### src/rtl/pwm_oc_pkg.sv
// rtl/pwm_oc_pkg.sv - shared types and constants for the PWM output-stage break controller
// Purpose: FSM state encoding and default break-filter width.
// Contents: pwm_oc_state_t (ST_IDLE, ST_RUN, ST_BRK), FILT_WIDTH_DEF.
package pwm_oc_pkg;

    typedef enum logic [1:0] {
        ST_IDLE = 2'b00,
        ST_RUN  = 2'b01,
        ST_BRK  = 2'b10
    } pwm_oc_state_t;

    localparam int FILT_WIDTH_DEF = 4;

endpackage

### src/rtl/pwm_oc_brk_filter.sv
// rtl/pwm_oc_brk_filter.sv - break input synchroniser, polarity select and consecutive-sample filter
// Purpose: turns the raw asynchronous break pin into a registered, filtered break detect.
// Ports:
//   clk_psc_i   prescaled clock
//   rst_i       synchronous reset, active-high
//   brk_i       raw asynchronous break input
//   brk_pol_i   1 = active-high break, 0 = active-low break
//   brk_filt_i  extra consecutive active samples required
//   brk_det_o   registered break detect
// Macro PWM_OC_BRK_FILTER_EN: when defined the sample counter is built; otherwise
// brk_det_o is the registered active sample and brk_filt_i is ignored.
module pwm_oc_brk_filter
    import pwm_oc_pkg::*;
#(
    parameter int FILT_WIDTH = FILT_WIDTH_DEF
) (
    input  logic                  clk_psc_i,
    input  logic                  rst_i,
    input  logic                  brk_i,
    input  logic                  brk_pol_i,
    input  logic [FILT_WIDTH-1:0] brk_filt_i,
    output logic                  brk_det_o
);

    logic sync1;
    logic sync2;
    logic active;

    always_ff @(posedge clk_psc_i) begin
        if (rst_i) begin
            sync1 <= 1'b0;
            sync2 <= 1'b0;
        end else begin
            sync1 <= brk_i;
            sync2 <= sync1;
        end
    end

    assign active = sync2 ^ ~brk_pol_i;

`ifdef PWM_OC_BRK_FILTER_EN
    logic [FILT_WIDTH-1:0] cnt;

    // cnt holds the number of consecutive active samples seen before this one,
    // so this sample completes the run when cnt has reached brk_filt_i.
    always_ff @(posedge clk_psc_i) begin
        if (rst_i) begin
            cnt       <= '0;
            brk_det_o <= 1'b0;
        end else if (active) begin
            if (cnt != {FILT_WIDTH{1'b1}}) begin
                cnt <= cnt + 1'b1;
            end
            brk_det_o <= (cnt >= brk_filt_i);
        end else begin
            cnt       <= '0;
            brk_det_o <= 1'b0;
        end
    end
`else
    logic unused_filt;
    assign unused_filt = ^brk_filt_i;

    always_ff @(posedge clk_psc_i) begin
        if (rst_i) begin
            brk_det_o <= 1'b0;
        end else begin
            brk_det_o <= active;
        end
    end
`endif

endmodule

### src/rtl/pwm_oc_break_ctrl.sv
// rtl/pwm_oc_break_ctrl.sv - main output enable and break controller for one complementary PWM channel
// Purpose: sequences the pad stage through IDLE/RUN/BRK, keeps a sticky break flag and
// muxes PWM data, idle levels or tri-state onto the pads.
// Ports:
//   clk_psc_i, rst_i                 clock, synchronous active-high reset
//   update_event_i, aoe_i            update pulse and automatic re-enable on it
//   brk_i, brk_en_i, brk_pol_i       raw break pin, enable, polarity
//   brk_filt_i                       extra consecutive break samples required
//   moe_set_i, moe_clr_i             software MOE set / clear pulses
//   ossi_i, ois_high_i, ois_low_i    off-state select and idle levels
//   brk_flag_clr_i                   clears brk_flag_o
//   pwm_high_i, pwm_low_i            drive from the deadtime stage
//   pwm_high_o, pwm_low_o            pad data
//   oe_high_o, oe_low_o              pad output enables
//   moe_o, brk_flag_o                main output enable, sticky break flag
// Macro PWM_OC_BRK_FILTER_EN: enables the break filter counter in pwm_oc_brk_filter.
module pwm_oc_break_ctrl
    import pwm_oc_pkg::*;
#(
    parameter int FILT_WIDTH = FILT_WIDTH_DEF
) (
    input  logic                  clk_psc_i,
    input  logic                  rst_i,
    input  logic                  update_event_i,
    input  logic                  brk_i,
    input  logic                  brk_en_i,
    input  logic                  brk_pol_i,
    input  logic [FILT_WIDTH-1:0] brk_filt_i,
    input  logic                  aoe_i,
    input  logic                  moe_set_i,
    input  logic                  moe_clr_i,
    input  logic                  ossi_i,
    input  logic                  ois_high_i,
    input  logic                  ois_low_i,
    input  logic                  brk_flag_clr_i,
    input  logic                  pwm_high_i,
    input  logic                  pwm_low_i,
    output logic                  pwm_high_o,
    output logic                  pwm_low_o,
    output logic                  oe_high_o,
    output logic                  oe_low_o,
    output logic                  moe_o,
    output logic                  brk_flag_o
);

    pwm_oc_state_t state;
    pwm_oc_state_t state_next;
    logic          brk_det;
    logic          brk_act;

    pwm_oc_brk_filter #(
        .FILT_WIDTH (FILT_WIDTH)
    ) u_brk_filter (
        .clk_psc_i  (clk_psc_i),
        .rst_i      (rst_i),
        .brk_i      (brk_i),
        .brk_pol_i  (brk_pol_i),
        .brk_filt_i (brk_filt_i),
        .brk_det_o  (brk_det)
    );

    assign brk_act = brk_det & brk_en_i;

    always_ff @(posedge clk_psc_i) begin
        if (rst_i) begin
            state      <= ST_IDLE;
            brk_flag_o <= 1'b0;
        end else begin
            state <= state_next;
            if (brk_act) begin
                brk_flag_o <= 1'b1;
            end else if (brk_flag_clr_i) begin
                brk_flag_o <= 1'b0;
            end
        end
    end

    // BRK only exits to IDLE, so re-enabling always takes a fresh set or update.
    always_comb begin
        state_next = state;
        case (state)
            ST_IDLE: begin
                if ((moe_set_i | (aoe_i & update_event_i)) & ~brk_act & ~moe_clr_i) begin
                    state_next = ST_RUN;
                end
            end
            ST_RUN: begin
                if (brk_act) begin
                    state_next = ST_BRK;
                end else if (moe_clr_i) begin
                    state_next = ST_IDLE;
                end
            end
            ST_BRK: begin
                if (~brk_act) begin
                    state_next = ST_IDLE;
                end
            end
            default: state_next = ST_IDLE;
        endcase
    end

    assign moe_o = (state == ST_RUN);

    // Idle low level is masked by the high level so both switches never conduct.
    always_comb begin
        pwm_high_o = 1'b0;
        pwm_low_o  = 1'b0;
        oe_high_o  = 1'b0;
        oe_low_o   = 1'b0;
        if (!rst_i) begin
            if (moe_o) begin
                pwm_high_o = pwm_high_i;
                pwm_low_o  = pwm_low_i;
                oe_high_o  = 1'b1;
                oe_low_o   = 1'b1;
            end else if (ossi_i) begin
                pwm_high_o = ois_high_i;
                pwm_low_o  = ois_low_i & ~ois_high_i;
                oe_high_o  = 1'b1;
                oe_low_o   = 1'b1;
            end
        end
    end

endmodule

### config.mk
export PLATFORM = sky130hd
export DESIGN_NAME = pwm_oc_break_ctrl
export DESIGN_NICKNAME = d
export VERILOG_FILES = /design/src/rtl/pwm_oc_pkg.sv /design/src/rtl/pwm_oc_brk_filter.sv /design/src/rtl/pwm_oc_break_ctrl.sv
export SDC_FILE = /design/constraint.sdc
export NUM_CORES = 1
export LEC_CHECK = 0
export CAP_MARGIN = 10
export CORE_AREA = 4 4 41 43
export CTS_BUF_LIST = sky130_fd_sc_hd__clkbuf_4 sky130_fd_sc_hd__clkbuf_8
export CTS_CLUSTER_DIAMETER = 60
export DETAILED_ROUTE_END_ITERATION = 7
export DIE_AREA = 0 0 45 47
export HOLD_SLACK_MARGIN = 0.12
export PLACE_DENSITY_LB_ADDON = 0.08
export SLEW_MARGIN = 20
export SYNTH_ARGS = -nofsm -noshare
export SYNTH_HDL_FRONTEND = slang
export SYNTH_SLANG_ARGS = --single-unit
### constraint.sdc
create_clock -name clk_psc_i -period 0.98 [get_ports clk_psc_i]
set_input_delay 0.147 -clock clk_psc_i [delete_from_list [all_inputs] [get_ports clk_psc_i]]
set_output_delay 0.147 -clock clk_psc_i [all_outputs]
set_load 0.02 [all_outputs]
Yosys cells after proc, flatten, opt, wreduce, memory -nomap -nowiden
Index checks and enable logic that the tools add are counted.
W data, S select, Z words.

storage, ports and cells
  word-level logic and storage cells = 40
  output and inout port bits = 6
  flip-flop bits (word level) = 6

operators by class
  bitwise logic cells = 11
  reductions and logical operators = 3
  equal/unequal tests = 5
  mux-type cells = 16

operators with widths
  kind                  count
  $mux W1               11
  $mux W2               4
  $pmux W2 S3           1
  $and A1 B1 Y1         5
  $ne A2 B2 Y1 const B  2
  $not A1 Y1            4
  $ne A3 B2 Y1 const B  1
  $reduce_and A3 Y1     1
  $eq A2 B1 Y1 const B  1
  $eq A2 B2 Y1 const B  1
  $logic_not A2 Y1      1
  $reduce_bool A2 Y1    1
  $or A1 B1 Y1          1
  $xor A1 B1 Y1         1

Depth between registers and ports, before layout
  depth in word-level cells = 6
  gate-level depth with buffers = 5

Cells and area by module
From an unflattened synthesis, not the netlist that was laid out.

second synthesis, totals
  cell total of the unflattened synthesis = 30
  area, all modules = 257.7 um^2

by module, submodules not included
  module             area each (um^2)  cells each  times used
  pwm_oc_break_ctrl  172.7             23          1
  pwm_oc_brk_filter  85.1              7           1

Worst setup path after synthesis
Ideal clock, no wire load.

  kind = flip-flop to output port
  start = register state[1]
  end = output port oe_low_o
  cell stages (with the launch flop) = 6
  path slack = -0.329 ns
  arrival time = 1.162 ns
  path buffers = 1
  cells stage by stage = dfxtp_1 -> nand2b_4 -> inv_2 -> nor2_1 -> nor2_1 -> buf_4

between the ends
  cells in the longest elaborated chain, start to end = 3

RTL lines
  what                      line                      source
  start: declaration        pwm_oc_break_ctrl.sv:46   pwm_oc_state_t state;
  start signal: assignment  pwm_oc_break_ctrl.sv:69   state <= state_next;
  $eq A2 B1 Y1              pwm_oc_break_ctrl.sv:103  assign moe_o = (state == ST_RUN);
  named net moe_o           pwm_oc_break_ctrl.sv:42   output logic moe_o,
  $mux W1 (2 in a row)      n/a
  end: declaration          pwm_oc_break_ctrl.sv:41   output logic oe_low_o,

The timed path passes the listed nets, and every way through them passes these cells.

Final worst setup path
  start = register state[1]
  end = output port moe_o

between the ends
  cells in the longest elaborated chain, start to end = 1

RTL lines
  what              line
  $eq A2 B1 Y1      pwm_oc_break_ctrl.sv:103
  end: declaration  pwm_oc_break_ctrl.sv:42

No other way between the ends.

==> metrics.txt <==
most frequent cells after synthesis 6 x dfxtp_1, 4 x nand2_1, 4 x nor2_1; status complete, but fails checks; Peak Freq 776.4 MHz; worst setup margin -0.3080 ns; sequential share of the synthesized area 42.29%; RSZ-0062 raised after global routing true; GP Congestion 0.7991; CP Capture Type output pin; crit-path max FO 4; Max clock buf depth 2; Leakage 0.2447 nW; antenna violations before repair 0; Setup Total Neg Slack -1.427 ns; net switching power 169.6 uW; slowest CP cell dlygate4sd2_1; post-synth cell types 17; GRT overflow 0; syn_area_per_cell 9.162 sq um; Clock Power Share 33.1%; I/O Buffers 20; PD cells 1120 nW/um^2; Clock Latency Late Sink 0.24 ns; DRC 0; Comb power frac 27.8%; Data arrival, critical path 1.14 ns; CP max stage delay 0.33 ns; total CTS buffers 3; pin count of the biggest net entering global routing 7; core area 1301 sq um; Endpoint, Worst Hold u_brk_filter.sync2; # setup viols final 5; Max transition margin 77.34%; top post-synthesis cells by area dfxtp_1 42%, a21oi_2 6.2%, buf_4 5.3%, nand2_1 5.3%, nand4b_2 5.3%; Syn Nets 50; Most used DFF post-synth dfxtp_1; effective utilization at floorplan 21.83%; R2R cell count 4; dpl hpwl 678.2 um; Fin. Hold Viols 0; CP bufs+invs 2; Period Utilization, post-route 131.4%; clk sinks 6; Netlist Area Pre-Place 284.0 sq um; sw frac 25.32%; Ys Warns 0; Crit path required time 0.83 ns; hold wc startpoint u_brk_filter.sync1; peak supply drop 609.1 uV; Crit path max-delay family buffers and inverters; Max-Cap Viols 0; Clock Skew 0.003501 ns; drt pass-1 iters 1; count leader, synth dfxtp_1; finished layout cell area 598.1 sq um; die area 2115 sq um; sequential share of power 39.1%; Final nets 77; All-Layer GR Usage 9.407%; worst reg2reg setup slack 0.12 ns; DR WL/cell 11.83 um; startpoint types flop; share of the synthesized area in the top cell type 42.29%; routed wire length 840 um; Layout area overhead 110.6%; antenna-violating nets left 0; DIE HEIGHT 47 um; CP cell instances nand2b_4 > inv_6 > dlygate4sd2_1; Die Wd 45 um; Pint 500.0 uW; DP Area 555.5 sq um; I/O pins 25; critical path type reg -> out; Via Count 300; layout cell share with drive strength beyond 1 44.64%; Hold WC Path Type reg -> reg; via/cell ratio 4.225; vias in the first global route 328; worst slew pin tran 0.3399 ns; number of placement rows 13; Synth Register Bits 6; Reg area 122.6 sq um; Hold Path Cell Cnt 1; Period minus WS final 1.288 ns; Pins Over Slew Limit 0; cell taking the most area after synthesis dfxtp_1; RR Endpoint state[0]; Setup Fix Bufs, Post-CTS 0; ANT cells 0; fill count 137; H-tree depth 1; Post-synth ARST share 0%; Clock transition at path regs 0.05 ns; initial drt markers 0; R2R Path Start state[1]; Clock Root Buffer clkbuf_4; cells after synthesis 31; multi-input logic area 198.9 sq um; number of flops mapped to enable cells by yosys 0; first-pass GRT wire length 1.373 mm; CTS tree built; violated checks negative setup slack
metal layers:
metal / vias up / track usage, % / share of wire, %
met3: 0 / 4.215 / 7.9
li1: 154 / - / -
met2: 14 / 16.67 / 53
met4: 0 / 5.263 / 0
met1: 132 / 9.112 / 39
met5: - / 0 / 0
worst max path at each step:
stage               depth (start not counted)  slack (ns)  startpoint         end
floorplan                                   5       -0.07    state[1]    oe_low_o
global placement                            4       -0.74      ossi_i   pwm_low_o
detailed placement                          4       -0.76      ossi_i   pwm_low_o
CTS                                         5       -0.32    state[1]  pwm_high_o
global route                                5       -0.38    state[1]  pwm_high_o
finish                                      3       -0.31    state[1]       moe_o
power by group through the flow:
stage / registers [mW] / logic [mW] / clock network (mW)
after global routing: 0.263 / 0.197 / 0.253
after global placement: 0.266 / 0.176 / 0
after detailed placement: 0.266 / 0.180 / 0
after floorplan: 0.269 / 0.0822 / 0
final: 0.262 / 0.186 / 0.221
after CTS: 0.262 / 0.186 / 0.236
final cells by class:
| class | count | share of cell area, % |
|---|---|---|
| repair buffers | 24 | 37.87 |
| multi-input cells | 22 | 33.26 |
| flip-flops and latches | 6 | 20.50 |
| clock buffers | 3 | 3.766 |
| well taps | 15 | 3.138 |
| inverters | 1 | 1.464 |
repair_timing:
action | CTS | global route
gates resized for setup | 35 | 1
endpoints found under the setup margin | 7 | 5
pin swaps | 1 | 3
hold buffers | 0 | 0
metrics by stage:
| stage | hold WS [ns] | power (mW) | std cells | utilization [%] | worst slack [ns] |
|---|---|---|---|---|---|
| final | 0.4566 | 0.6696 | 71 | 45.96 | -0.3080 |
| after global routing | 0.4548 | 0.7133 | 71 | 45.96 | -0.3771 |
| after CTS | 0.4520 | 0.6843 | 71 | 45.58 | -0.3187 |
| after detailed placement | 0.4503 | 0.4462 | 68 | 42.69 | -0.7638 |
| after global placement | 0.4321 | 0.4418 | 68 | 42.69 | -0.7368 |
| after floorplan | 0.2728 | 0.3512 | 31 | - | -0.07495 |
cells in the final DEF, fill, tap and decap left out, types with 2 or more instances in the layout:
cell type and n:
buf_4 4, nand2_1 2, buf_6 4, clkdlybuf4s50_1 12, clkbuf_4 3, dlygate4sd2_1 3
a21oi_4 2, nor2b_1 2, nor2_1 2, nor2_4 2, dfxtp_2 2, dfxtp_1 4
logic make-up (layout without fill, tap and decap cells):
kind of cell	Yosys count	in the layout	share of synthesized area, %
buffers and inverters	3	28	6.605
XOR/XNOR	2	2	6.169
flip-flops	6	6	42.29
AO/OA/AOI/OAI	4	4	10.57
AND/OR/NAND/NOR	16	16	34.35
state kept, by name, indices dropped and copies added (netlist names):
signal	count
u_brk_filter.brk_det_o	1
brk_flag_o	1
u_brk_filter.sync2	1
state	2
u_brk_filter.sync1	1
Note: power is estimated with default switching activity, not from simulation.
